$ cat config.mk
export PLATFORM = sky130hd
export DESIGN_NAME = rr_mux4x1_flat
export DESIGN_NICKNAME = d
export VERILOG_FILES = /design/src/rtl/rr_mux4x1_if.sv /design/src/rtl/rr_mux4x1.sv /design/src/flat_wrapper.sv
export SDC_FILE = /design/constraint.sdc
export NUM_CORES = 1
export LEC_CHECK = 0
export CAP_MARGIN = 10
export CELL_PAD_IN_SITES_DETAIL_PLACEMENT = 1
export CELL_PAD_IN_SITES_GLOBAL_PLACEMENT = 1
export CORE_ASPECT_RATIO = 1.4
export CORE_UTILIZATION = 23
export CTS_CLUSTER_SIZE = 30
export DETAILED_ROUTE_END_ITERATION = 8
export GPL_TIMING_DRIVEN = 0
export PLACE_DENSITY = 0.73
export SETUP_SLACK_MARGIN = 0.1
export SYNTH_ARGS = -nofsm -noshare
export SYNTH_HDL_FRONTEND = slang
export SYNTH_SLANG_ARGS = --single-unit
$ cat constraint.sdc
create_clock -name clk -period 1.5 [get_ports clk]
set_input_delay 0.15 -clock clk [delete_from_list [all_inputs] [get_ports clk]]
set_output_delay 0.15 -clock clk [all_outputs]
set_load 0.02 [all_outputs]
$ cat src/rtl/rr_mux4x1_if.sv
// Four source channels plus one registered output channel for the round-robin mux.
// The slave modport is the mux side; the master modport is the producer/consumer side.
interface rr_mux4x1_if #(
  parameter int unsigned WIDTH = 8
);
  logic [4*WIDTH-1:0] dataIn;
  logic [3:0]         validIn;
  logic [3:0]         readyIn;
  logic [WIDTH-1:0]   dataOut;
  logic [1:0]         sel;
  logic               validOut;
  logic               readyOut;

  modport slave (
    input  dataIn,
    input  validIn,
    output readyIn,
    output dataOut,
    output sel,
    output validOut,
    input  readyOut
  );

  modport master (
    output dataIn,
    output validIn,
    input  readyIn,
    input  dataOut,
    input  sel,
    input  validOut,
    output readyOut
  );
endinterface

$ cat src/rtl/rr_mux4x1.sv
// Four-into-one round-robin multiplexer with a single registered output slot.
// Each forwarded word is tagged with the index of the channel it came from.
module rr_mux4x1 #(
  parameter int unsigned WIDTH = 8
) (
  input  logic        clk,
  input  logic        resetn,
  rr_mux4x1_if.slave  ch_io
);

  typedef enum logic {StEmpty, StFull} state_e;

  state_e           state_q, state_d;
  logic [WIDTH-1:0] data_q, data_d, grant_data;
  logic [1:0]       sel_q, sel_d, last_q, last_d;
  logic [1:0]       grant, idx;
  logic             found, load;

  // Search starts one past the last granted channel and wraps.
  always_comb begin
    grant = last_q;
    found = 1'b0;
    idx   = last_q;
    for (int k = 1; k <= 4; k++) begin
      idx = last_q + 2'(k);
      if (!found && ch_io.validIn[idx]) begin
        grant = idx;
        found = 1'b1;
      end
    end
  end

  always_comb begin
    grant_data = '0;
    unique case (grant)
      2'd0: grant_data = ch_io.dataIn[0*WIDTH +: WIDTH];
      2'd1: grant_data = ch_io.dataIn[1*WIDTH +: WIDTH];
      2'd2: grant_data = ch_io.dataIn[2*WIDTH +: WIDTH];
      2'd3: grant_data = ch_io.dataIn[3*WIDTH +: WIDTH];
      default: grant_data = '0;
    endcase
  end

  // Gated by resetn so no handshake can complete while reset is held.
  assign load = resetn && ((state_q == StEmpty) || ch_io.readyOut) && found;

  always_comb begin
    state_d       = state_q;
    data_d        = data_q;
    sel_d         = sel_q;
    last_d        = last_q;
    ch_io.readyIn = 4'b0000;
    if (load) begin
      ch_io.readyIn[grant] = 1'b1;
      state_d              = StFull;
      data_d               = grant_data;
      sel_d                = grant;
      last_d               = grant;
    end else if ((state_q == StFull) && ch_io.readyOut) begin
      state_d = StEmpty;
    end
  end

  always_ff @(posedge clk or negedge resetn) begin
    if (!resetn) begin
      state_q <= StEmpty;
      data_q  <= '0;
      sel_q   <= 2'b00;
      last_q  <= 2'b11;
    end else begin
      state_q <= state_d;
      data_q  <= data_d;
      sel_q   <= sel_d;
      last_q  <= last_d;
    end
  end

  assign ch_io.dataOut  = data_q;
  assign ch_io.sel      = sel_q;
  assign ch_io.validOut = (state_q == StFull);

endmodule

$ cat src/flat_wrapper.sv
// flat-port wrapper written by rule: the top's interface ports become plain ports
module rr_mux4x1_flat 
#(
  parameter int unsigned WIDTH = 8
)
  (clk, resetn, ch_io_dataIn, ch_io_validIn, ch_io_readyIn, ch_io_dataOut, ch_io_sel, ch_io_validOut, ch_io_readyOut);
  rr_mux4x1_if #(.WIDTH(WIDTH)) ch_io_i ();
  input  logic clk;
  input  logic resetn;
  input wire logic [$bits(ch_io_i.dataIn)-1:0] ch_io_dataIn;
  input wire logic [$bits(ch_io_i.validIn)-1:0] ch_io_validIn;
  output wire logic [$bits(ch_io_i.readyIn)-1:0] ch_io_readyIn;
  output wire logic [$bits(ch_io_i.dataOut)-1:0] ch_io_dataOut;
  output wire logic [$bits(ch_io_i.sel)-1:0] ch_io_sel;
  output wire logic [$bits(ch_io_i.validOut)-1:0] ch_io_validOut;
  input wire logic [$bits(ch_io_i.readyOut)-1:0] ch_io_readyOut;
  assign ch_io_i.dataIn = ch_io_dataIn;
  assign ch_io_i.validIn = ch_io_validIn;
  assign ch_io_readyIn = ch_io_i.readyIn;
  assign ch_io_dataOut = ch_io_i.dataOut;
  assign ch_io_sel = ch_io_i.sel;
  assign ch_io_validOut = ch_io_i.validOut;
  assign ch_io_i.readyOut = ch_io_readyOut;
  rr_mux4x1 #(.WIDTH(WIDTH)) u_core (.clk(clk), .resetn(resetn), .ch_io(ch_io_i));
endmodule
==> impl_results.md <==
* Max Slew Vio Count at 0
* Seq pwr share at 24.7%
* Clk slew on worst S/H paths at roughly 0.05 ns
* CORE AREA at 0.00368 mm²
* Wire length per cell at 16.4 µm
* Largest net degree at the start of global routing at 17
* CP Launch Type: flip-flop
* Most used cell, CP: buf_6
* Input/output buffers at 52
* Failing checks: setup timing
* Max VDD drop at 0.000661 V
* First-pass GRT wire length at 5.06 mm
* Worst skew pair latency at 0.24 ns
* Synth unique cells at 28
* Die Wd at around 55 µm
* Initial core utilization at 24.2%
* # setup viols final at 16
* CP max FO at 6
* DRT iter0 DRCs at 17
* Worst setup path class: reg2out
* Required time of the critical path at 1.35 ns
* Clock skew at 0.00200 ns
* Worst-path cell chain: nand2b_4 > nor2_4 > a211oi_4 > buf_6 > inv_4 > nor3_4 > buf_6
* Routed Antenna Nets at 0
* Area of the mapped netlist at around 890 µm²
* Period utilization at 129%
* Fin nets at 199
* Total GRT Usage at 17.4%
* Commonest non-fill, non-tap cell in the layout: clkdlybuf4s50_1
* Worst Hold Class: in2async
* Ports at 54
* Worst r2r path cells at 5
* Initial antenna violation count at 0
* CP peak stage delay at between 0.5 and 0.6 ns
* CTS tree: done
* P_sw at 844 µW
* Worst Setup End Kind: primary output
* Register Area at 328 µm²
* Fill count at 429
* Syn Nets at 132
* Seq cells post-synth at 13
* Crit path buffers/inverters at 3
* Cell Int Power at between 1000 and 1500 µW
* Clock share of power at roughly 14%
* Fmax at 515 MHz
* Sequential-to-total area share from yosys stat at between 30 and 40%
* Average size of a mapped cell at 9.57 µm²
* Non-filler instance count after layout at 201
* Worst-margin pin slew at approximately 0.73 ns
* Placed cells at between 150 and 200
* DRT Pass-1 Iters at 4
* Most frequent cells in the layout: clkdlybuf4s50_1, nand2_1, dfrtp_1
* Hold_ws at around 0.047 ns
* PwrDens at 1280 mW/mm²
* Worst rel slew slack at roughly half
* Number of global-route vias before repair at 1042
* Status: finished with violations
* Placer Congestion at 0.760
* Root buf cell: clkbuf_8
* CTS max path bufs at 2
* WP data arrival at 1.79 ns
* Area grow syn2layout at 91.4%
* Final HPWL DP at about 2.4 mm
* Comb power frac at 61.1%
* Worst slack at placement at -1.21 ns
* Minimum clock period at 1.94 ns
* RSZ-0062 raised after global routing: true
* Worst path top cell family by delay: flip-flops
* ANT cells at 0
* RR Startpoint: u_core.last_q[1]
* Synth Instances at 93
* Internal reg-to-reg setup slack at -0.41 ns
* Die area at 0.00412 mm²
* Global route overflow at 0
* CP max-delay cell: dfstp_2
* Multi-input logic area at 604 µm²
* Setup ws final at -0.441 ns
* Final hold violation count at 0
* Row cnt at 26
* Vias at 997
* Hold_buf cts at 0
* CTS Buf Count at 3
* CTS H-tree depth at 1
* Total Wirelength at 3.30 mm
* Worst r2r dst: u_core.ch_io.dataOut[7]
* Die Span Y at 75.6 µm
* Maximum capacitance violations at 0
* Share of post-route cells with drive strength above 1 at 29.6%
* DR DRC count at 0
* Via density at 4.96
* Sink Count at 13
* Switching portion of total power at about 39%
* LEAKAGE at 0.000715 µW
* Synthesis Warnings at 0
cell families after synthesis:
| logic type | synth area share, % |
|---|---|
| DFF | 36.8 |
| AOI/OAI and AO/OA | 27.1 |
| muxes | 9.00 |
| and+or+nand+nor | 19.8 |
| buffers and inverters | 7.17 |
worst max path at each step:
stage	slack (ns)	end	cells after the start	from
after floorplan	-0.17	ch_io_readyIn[3]	6	u_core.last_q[0]
after global placement	-1.19	ch_io_readyIn[3]	5	resetn
after detailed placement	-1.21	ch_io_readyIn[3]	5	resetn
after CTS	-0.44	ch_io_readyIn[3]	7	u_core.last_q[0]
after global routing	-0.52	ch_io_readyIn[2]	6	u_core.last_q[0]
final	-0.44	ch_io_readyIn[3]	7	u_core.last_q[0]
worst register-to-register path, cell delays in order (launching register included):
cell and delay, ns:
dfstp_2 0.55, buf_6 0.16, o21ai_0 0.12, a31oi_2 0.50
o221ai_1 0.25, a22oi_1 0.24
final cells by class:
cell class | instances | area share (%)
plain buffers | 5 | 3.31
inverters | 2 | 0.588
repair buffers | 62 | 35.6
flip-flops and latches | 13 | 19.3
multi-input cells | 73 | 35.5
clock buffers | 4 | 2.65
well taps | 42 | 3.09
what timing repair did:
action / CTS / global route
buffers inserted: 10 / 1
setup endpoints to repair: 16 / 17
pin swaps: 5 / 3
resized for setup: 40 / 4
layer usage:
layer	vias to the layer above	global-route usage (%)	part of all wire, %
met4	0	4.27	0.49
met5	-	0	0
met3	4	2.99	4.3
met1	479	20.1	38
met2	30	32.1	57
li1	484	-	-
synth_stat cells, drive strengths merged:
cell | count | share of area, %
or2 | 1 | 0.70
a22oi | 8 | 6.8
a31oi | 2 | 2.1
buf | 5 | 6.3
dfrtp | 11 | 31
a21oi | 2 | 1.1
inv | 2 | 0.84
a211oi | 2 | 2.8
and3 | 1 | 1.3
nand2b | 3 | 2.1
o21ai | 4 | 2.2
nand3 | 1 | 0.56
or4 | 1 | 1.3
o21bai | 1 | 0.84
nor2 | 4 | 1.7
o221ai | 8 | 7.9
o21a | 2 | 1.7
nor4 | 1 | 0.70
mux2i | 8 | 9.0
nand2 | 19 | 8.9
nor3 | 2 | 1.1
or2b | 1 | 0.84
or3 | 1 | 0.70
dfstp | 2 | 5.9
a221oi | 1 | 1.7
stage by stage:
| stage | util [%] | instance area [µm²] | total power [µW] | TNS (ns) |
|---|---|---|---|---|
| floorplan | - | 945 | 1190 | -1.47 |
| detailed placement | 41.3 | 1520 | 1640 | -12.75 |
| finish | 46.3 | 1700 | 2180 | -5.01 |
| global route | 46.3 | 1700 | 2300 | -6.39 |
| global placement | 41.3 | 1520 | 1610 | -12.03 |
| CTS | 46.1 | 1700 | 2180 | -4.86 |
registers in the layout, indices dropped and copies added, names as in the netlist:
signal                 count
u_core.last_q              2
u_core.ch_io.validOut      1
u_core.ch_io.dataOut       8
u_core.ch_io.sel           2
power groups by stage:
stage | clock [µW] | sequential [µW] | combinational [µW]
3_3_place_gp | 0 | 546 | 1060
2_1_floorplan | 0 | 637 | 554
4_1_cts | 316 | 540 | 1320
3_5_place_dp | 0 | 550 | 1090
6_report | 309 | 538 | 1330
5_1_grt | 336 | 552 | 1410
No activity file was read; power rests on OpenSTA's default activity.
